### src/rtl/rx_fifo_bus.sv
// Receive-side byte FIFO bridging the UART core's rx strobe to the CPU peripheral bus.
// Provides STATUS/DATA/CTRL registers, sticky overflow/timeout flags and a level interrupt.
module rx_fifo_bus #(
  parameter int DEPTH_LOG2  = 4,
  parameter int THRESH      = 8,
  parameter int TIMEOUT_CYC = 8680
) (
  input  logic        clk,
  input  logic        rst,
  input  logic        ce,
  input  logic        we,
  input  logic [3:0]  addr,
  input  logic [31:0] din,
  output logic [31:0] dout,
  input  logic        rx_vld,
  input  logic [7:0]  rx_data,
  output logic        irq
);

  localparam int DEPTH = 1 << DEPTH_LOG2;
  localparam int CW    = DEPTH_LOG2 + 1;
  localparam int TW    = $clog2(TIMEOUT_CYC + 1);

  localparam logic [3:0]    ADDR_STATUS = 4'h8;
  localparam logic [3:0]    ADDR_DATA   = 4'hC;
  localparam logic [TW-1:0] TMO_MAX     = TW'(TIMEOUT_CYC);
  localparam logic [TW-1:0] TMO_PRE     = TW'(TIMEOUT_CYC - 1);

  logic [7:0]            mem [DEPTH];
  logic [DEPTH_LOG2-1:0] wr_ptr, rd_ptr;
  logic [CW-1:0]         count, count_nxt;
  logic                  ovf, tmo;
  logic [TW-1:0]         timer, timer_nxt;

  logic rd_access, data_rd, ctrl_wr;
  logic flush, clr_ovf, clr_tmo;
  logic not_empty, full;
  logic pop, push_eff, ovf_set, tmo_set;
  logic unused_din;

  assign unused_din = ^din[31:3];

  assign rd_access = ce & ~we;
  assign data_rd   = rd_access & (addr == ADDR_DATA);
  assign ctrl_wr   = ce & we & (addr == ADDR_DATA);
  assign flush     = ctrl_wr & din[0];
  assign clr_ovf   = ctrl_wr & din[1];
  assign clr_tmo   = ctrl_wr & din[2];

  assign not_empty = (count != '0);
  assign full      = (count == CW'(DEPTH));

  // A pop frees the head slot, so a full FIFO can still accept a same-cycle push.
  assign pop      = data_rd & not_empty;
  assign push_eff = rx_vld & (~full | pop) & ~flush;
  assign ovf_set  = rx_vld & full & ~pop & ~flush;

  always_comb begin
    count_nxt = count;
    case ({push_eff, pop})
      2'b10:   count_nxt = count + 1'b1;
      2'b01:   count_nxt = count - 1'b1;
      default: count_nxt = count;
    endcase
  end

  always_comb begin
    timer_nxt = timer;
    tmo_set   = 1'b0;
    if (flush || push_eff || pop || !not_empty) begin
      timer_nxt = '0;
    end else if (timer != TMO_MAX) begin
      timer_nxt = timer + 1'b1;
      tmo_set   = (timer == TMO_PRE);
    end
  end

  // NOTE: the byte storage is deliberately left out of reset; valid data is tracked
  // by the pointers and count, and a reset-free array maps onto plain RAM.
  always_ff @(posedge clk) begin
    if (push_eff) mem[wr_ptr] <= rx_data;
  end

  // NOTE: all sequential state uses non-blocking assignments so every register
  // samples the pre-edge values computed by the combinational logic above.
  always_ff @(posedge clk or negedge rst) begin
    if (!rst) begin
      wr_ptr <= '0;
      rd_ptr <= '0;
      count  <= '0;
      ovf    <= 1'b0;
      tmo    <= 1'b0;
      timer  <= '0;
    end else begin
      if (flush) begin
        wr_ptr <= '0;
        rd_ptr <= '0;
        count  <= '0;
      end else begin
        if (push_eff) wr_ptr <= wr_ptr + 1'b1;
        if (pop)      rd_ptr <= rd_ptr + 1'b1;
        count <= count_nxt;
      end

      if (clr_ovf)      ovf <= 1'b0;
      else if (ovf_set) ovf <= 1'b1;

      if (clr_tmo)      tmo <= 1'b0;
      else if (tmo_set) tmo <= 1'b1;

      timer <= timer_nxt;
    end
  end

  // NOTE: every output bit gets a default first so this block never infers a latch.
  always_comb begin
    dout = '0;
    if (rd_access) begin
      case (addr)
        ADDR_STATUS: begin
          dout[0]      = not_empty;
          dout[1]      = full;
          dout[2]      = ovf;
          dout[3]      = tmo;
          dout[8 +: CW] = count;
        end
        ADDR_DATA: begin
          dout[8] = not_empty;
          if (not_empty) dout[7:0] = mem[rd_ptr];
        end
        default: dout = '0;
      endcase
    end
  end

  assign irq = (count >= CW'(THRESH)) | ovf | tmo;

endmodule

### config.mk
export PLATFORM = sky130hd
export DESIGN_NAME = rx_fifo_bus
export DESIGN_NICKNAME = d
export VERILOG_FILES = /design/src/rtl/rx_fifo_bus.sv
export SDC_FILE = /design/constraint.sdc
export NUM_CORES = 1
export LEC_CHECK = 0
export CAP_MARGIN = 0
export CORE_UTILIZATION = 62
export CTS_BUF_LIST = sky130_fd_sc_hd__clkbuf_8
export DETAILED_ROUTE_END_ITERATION = 10
export GPL_ROUTABILITY_DRIVEN = 0
export PLACE_DENSITY = 0.87
export SLEW_MARGIN = 20
export SYNTH_ARGS = -nofsm -noshare
export SYNTH_HDL_FRONTEND = slang
export SYNTH_SLANG_ARGS = --single-unit
### constraint.sdc
create_clock -name clk -period 3.7 [get_ports clk]
set_clock_uncertainty 0.05 [all_clocks]
set_input_delay 0.74 -clock clk [delete_from_list [all_inputs] [get_ports clk]]
set_output_delay 0.74 -clock clk [all_outputs]
set_load 0.005 [all_outputs]
# == Word level (Yosys, flattened, before mapping) ==
# Memory sizes are Yosys's and may differ from the RTL's.
# Cells that the tools add are included.
# Widths: inputs -> output; s select.
# word_totals
word_cells,73
mem_count,1
regBits,29
input_bits,49
out_inout_bits,33
ramBits,128
# mem_list
memory,depth,word_bits,rd,rd_clocked_by_memory_dff,write_ports,line,source
mem,16,8,1,0,1,29,logic [7:0] mem [DEPTH];
# op_classes
eq_ne,7
order_cmp,1
addsub,5
n_reduce_logical,11
bitwise,20
muxes,22
# op_table
cell,n
$mux 14,2
$mux 4,6
$add 14x1->14 const B,1
$eq 14x14->1 const B,1
$ne 14x14->1 const B,1
$and 1x1->1,13
$mux 13,1
$pmux 5 s2,1
$reduce_bool 2->1,5
$add 4x1->4 const B,2
$eq 4x4->1 const B,2
$mux 1,8
$mux 8,1
$pmux 4 s2,1
$add 5x1->5 const B,1
$eq 5x5->1 const B,1
$ge 5x4->1 const B,1
$mux 5,1
$reduce_bool 5->1,1
$sub 5x1->5 const B,1
$not 1->1,4
$logic_or 1x1->1,3
$or 1x1->1,3
$reduce_bool 3->1,1
4 further kinds,4

# == Depth between registers and ports, before layout ==
# depth
word_depth,13
ltp_mapped,11

# == Least setup slack after synthesis ==
# Ideal clock, no wire load.
# synth_timing
path_type,input-to-reg
startpoint,input addr[1]
endpoint,"memory mem[2][0], enable pin"
setup_ns,0.395
path_slack_ns,0.542
t_arrival_ns,2.713
path_buffers,3
t_required_ns,3.255
path_stages,7
path_cell_list,nor4bb_1 clkbuf_1 and2_0 buf_2 a21oi_1 clkbuf_1 nor4_1
# synth_between
elab_chain_len,8
word_cells_on_any_way,11
classes_between,eq/ne (1); mux (2); bitwise (8)
# synth_rtl
element,line,source
from (decl),12,"input logic [3:0] addr,"
$eq 4x4->1 (*),"44, 45",
$and 1x1->1,44,assign data_rd = rd_access & (addr == ADDR_DATA);
$and 1x1->1,54,assign pop = data_rd & not_empty;
$or 1x1->1,55,assign push_eff = rx_vld & (~full | pop) & ~flush;
$and 1x1->1,55,
$and 1x1->1 (*),55,
$mux 1 (*),81,if (push_eff) mem[wr_ptr] <= rx_data;
$mux 1 (implied by the code) (*),81,
to (decl),29,
# Mark *: on every way between the ends. The rest lies on a longest branch, timed or not.

# == Worst setup path in the final report ==
# layout_timing
startpoint,register rd_ptr[1]
endpoint,output dout[1]
# layout_between
elab_chain_len,4
# layout_rtl
element,line,source
from (decl),30,"logic [DEPTH_LOG2-1:0] wr_ptr, rd_ptr;"
from (signal assigned),101,if (pop) rd_ptr <= rd_ptr + 1'b1;
$mem_v2 16x8,--,
$mux 8,129,if (not_empty) dout[7:0] = mem[rd_ptr];
$pmux 4 s2,119,case (addr)
$mux 13,118,if (rd_access) begin
to (decl),14,"output logic [31:0] dout,"
# No other way between the ends.

==> impl_metrics.py <==
metrics = {
    "cells_and_area": {
        "fill_cells": 642,
        "drive_above_1_share_pct": 21.9,
        "diodes": 0,
        "nets": 562,
        "fin_cells": 657,
        "area_delta_synth_final_pct": 13.8,
    },
    "job": {
        "max_cap_viol_count": 0,
    },
    "floorplanning": {
        "die_h_um": 108,
        "initial_core_util_pct": 64.1,
        "io_pins": 82,
        "die_x_um": 108,
        "row_count": 38,
        "core_region_area_mm2": 0.0109,
        "dieArea_mm2": 0.0117,
    },
    "power_and_ir_drop": {
        "ir_drop_v": 0.000529,
        "internal_power_mw": 3.19,
        "power_density_mw_per_mm2": 577,
        "p_sw_share_pct": 30.4,
        "combPwrFrac_pct": 23.2,
        "pwr-share-clk_pct": 26.1,
        "power.leakage_nw": 2.72,
        "power_frac_seq_pct": 50.7,
        "switching_power_mw": 1.39,
    },
    "detailed_routing": {
        "ant_nets": 0,
        "vias": 4142,
        "wirelength_mm": 14.3,
        "drt_pre_antenna_iters": 4,
        "met1Wirelength_mm": 5.65,
        "vias_per_cell": 6.30,
        "met2RoutedLength_mm": 7.11,
        "wl_per_cell_um": 21.7,
        "met3_length_mm": 1.11,
        "routed.top_layer": "met4",
        "drtIter0Drc": 369,
        "drc_errors": 0,
    },
    "critical_path": {
        "rrSetupSlack_ps": 940,
        "critical_path_class": "reg -> out",
        "arrival_ps": 2830,
        "critPathMaxFanout": 17,
        "r2r-start": "count[1]$_DFFE_PN0P_",
        "critPathLaunch": "rd_ptr[1]$_DFFE_PN0P_",
        "cp.required_ps": 2910,
        "crit_path_start_kind": "register",
        "critPathCaptureType": "primary output",
    },
    "sta": {
        "hold_viol": 0,
        "rsz0062_at_grt": "no",
        "max_slew_margin_pct": 37.4,
        "fmax_mhz": 277,
        "tns_ps": 0,
        "slew_violations": 0,
        "timing.final.crit_share_pct": 97.7,
        "setup_violations": 0,
        "tightest_slew_ps": 939,
        "final.min_clock_period_ps": 3620,
    },
    "clocking": {
        "clk_path_buf_depth": 2,
        "clkTransAtPathRegs_ps": 90,
        "cts_tree": "done",
        "insertion_delay_ps": 450,
        "cts_inserted_buffers": 17,
        "hold_buffers": 0,
        "clkSinkCount": 157,
        "htreeDepth": 4,
        "cts-root-buf": "clkbuf_8",
    },
    "worst_hold_path": {
        "hp-start": "tmo$_DFFE_PN0P_",
        "hold_path_class": "reg -> reg",
    },
    "placed_design": {
        "io_buffers": 33,
        "dp.cells": 624,
        "dp_hpwl_mm": 9.50,
    },
    "global_routing": {
        "grt_pass1_vias": 4148,
        "grt_overflow": 0,
        "antenna_found_initial": 0,
        "grt_max_degree": 30,
        "grt_first_pass_wirelength_mm": 22.0,
        "track_usage_pct": 26.3,
    },
    "yosys": {
        "synth_area_leaders": "edfxtp_1, mux4_2, dfrtp_1",
        "synth_top_area_share_pct": 55.1,
        "synth_area_mm2": 0.00698,
        "syn_inst": 445,
        "synth_edf_count": 128,
        "yosysUniqueCellTypes": 51,
        "seq_area_frac_synth_pct": 65.5,
        "yosys_most_used_dff": "edfxtp_1",
        "postSynthAreaPerCell_um2": 15.7,
        "yosys_warnings": 0,
        "synth.cells.most_frequent": "edfxtp_1, mux4_2, nor2_1",
        "synth.most_common_cell": "edfxtp_1",
        "async_flop_share_pct": 18.5,
        "synth_top_area_cell": "edfxtp_1",
        "ys_ff_latch": 157,
    },
    "run_status": {
        "status": "complete, no violations",
    },
}
flip-flops by register name, summed over array words and instances (netlist names):
register / count
count: 5
mem: 128
ovf: 1
rd_ptr: 4
timer: 14
tmo: 1
wr_ptr: 4
metal layers:
layer | vias up | global-route usage, %
li1 | 1802 | -
met1 | 2076 | 34.6
met2 | 221 | 42.2
met3 | 43 | 6.21
met4 | 0 | 11.6
met5 | - | 0
worst max-delay path, cell delays in order (launching register included):
cell and delay, ps:
dfrtp_4 420, buf_12 180, mux4_2 530, mux4_2 520, a22o_1 260, clkdlybuf4s50_1 450
cells in the final DEF (no fill, tap or decap), drive strengths merged, types with 8 or more instances in the layout:
cell,netlist,routed
dfrtp,29,29
edfxtp,128,128
xnor2,8,8
conb,1,19
clkbuf,12,17
nor2,33,33
clkdlybuf4s50,0,33
ha,8,8
buf,34,36
inv,7,14
a211oi,9,9
mux4,35,35
xor2,12,12
nor3,14,14
nand2,21,21
nor4,8,8
nand3,12,12
final timing paths:
| kind | cells after the start | to |
|---|---|---|
| worst min register to register | 1 | tmo$_DFFE_PN0P_ |
| worst max-delay path | 5 | dout[1] |
| min in group asynchronous | 2 | count[0]$_DFFE_PN0P_ |
| worst max register to register | 6 | mem[13][2]$_DFFE_PP_ |
| worst min-delay path | 1 | tmo$_DFFE_PN0P_ |
| max in group asynchronous | 2 | rd_ptr[1]$_DFFE_PN0P_ |
power by group through the flow:
stage          Clock [mW]  Combinational [mW]  Sequential (mW)
5_1_grt              1.27                1.15             2.34
6_report             1.20                1.06             2.32
3_5_place_dp            0                1.00             2.38
3_3_place_gp            0               0.959             2.35
4_1_cts              1.21                1.06             2.32
2_1_floorplan           0               0.854             2.23
cell type report:
class                           instances  area (um2)  share of cell area, %
Sequential cell                       157        4580                   57.6
Multi-Input combinational cell        253        2170                   27.3
Timing Repair Buffer                   69         629                   7.92
Clock buffer                           17         234                   2.95
Tap cell                              140         175                   2.21
Clock inverter                         14         135                   1.70
Inverter                                7        26.3                  0.331
through the flow:
stage | setup slack, ps | total power, mW | hold slack, ps | area [um2] | utilization, %
after detailed placement | 113 | 3.38 | 463 | 7530 | 69.2
after global routing | 17.2 | 4.77 | 497 | 7940 | 72.9
final | 83.9 | 4.58 | 493 | 7940 | 72.9
after CTS | 21.3 | 4.59 | 484 | 7940 | 72.9
after floorplan | 542 | 3.08 | 394 | 7050 | -
after global placement | 204 | 3.31 | 453 | 7530 | 69.2
cells by family (layout without fill, tap and decap cells):
family                   Yosys count  after routing  share of synthesized area (%)
flip-flops                       157            157                           65.5
XOR/XNOR                          20             20                           2.51
adder cells (fa/ha/maj)            8              8                           1.43
buffers and inverters             53            107                           4.50
AND/OR/NAND/NOR                  123            123                           9.18
AO/OA/AOI/OAI                     39             39                           4.25
other                              1             19                         0.0537
multiplexers                      44             44                           12.6
repair_timing:
action | 4_1_cts | 5_1_grt
gates resized for setup | 2 | 3
setup buffers | 2 | 0
endpoints found under the setup margin | 4 | 5
No activity file was read; power rests on OpenSTA's default activity.
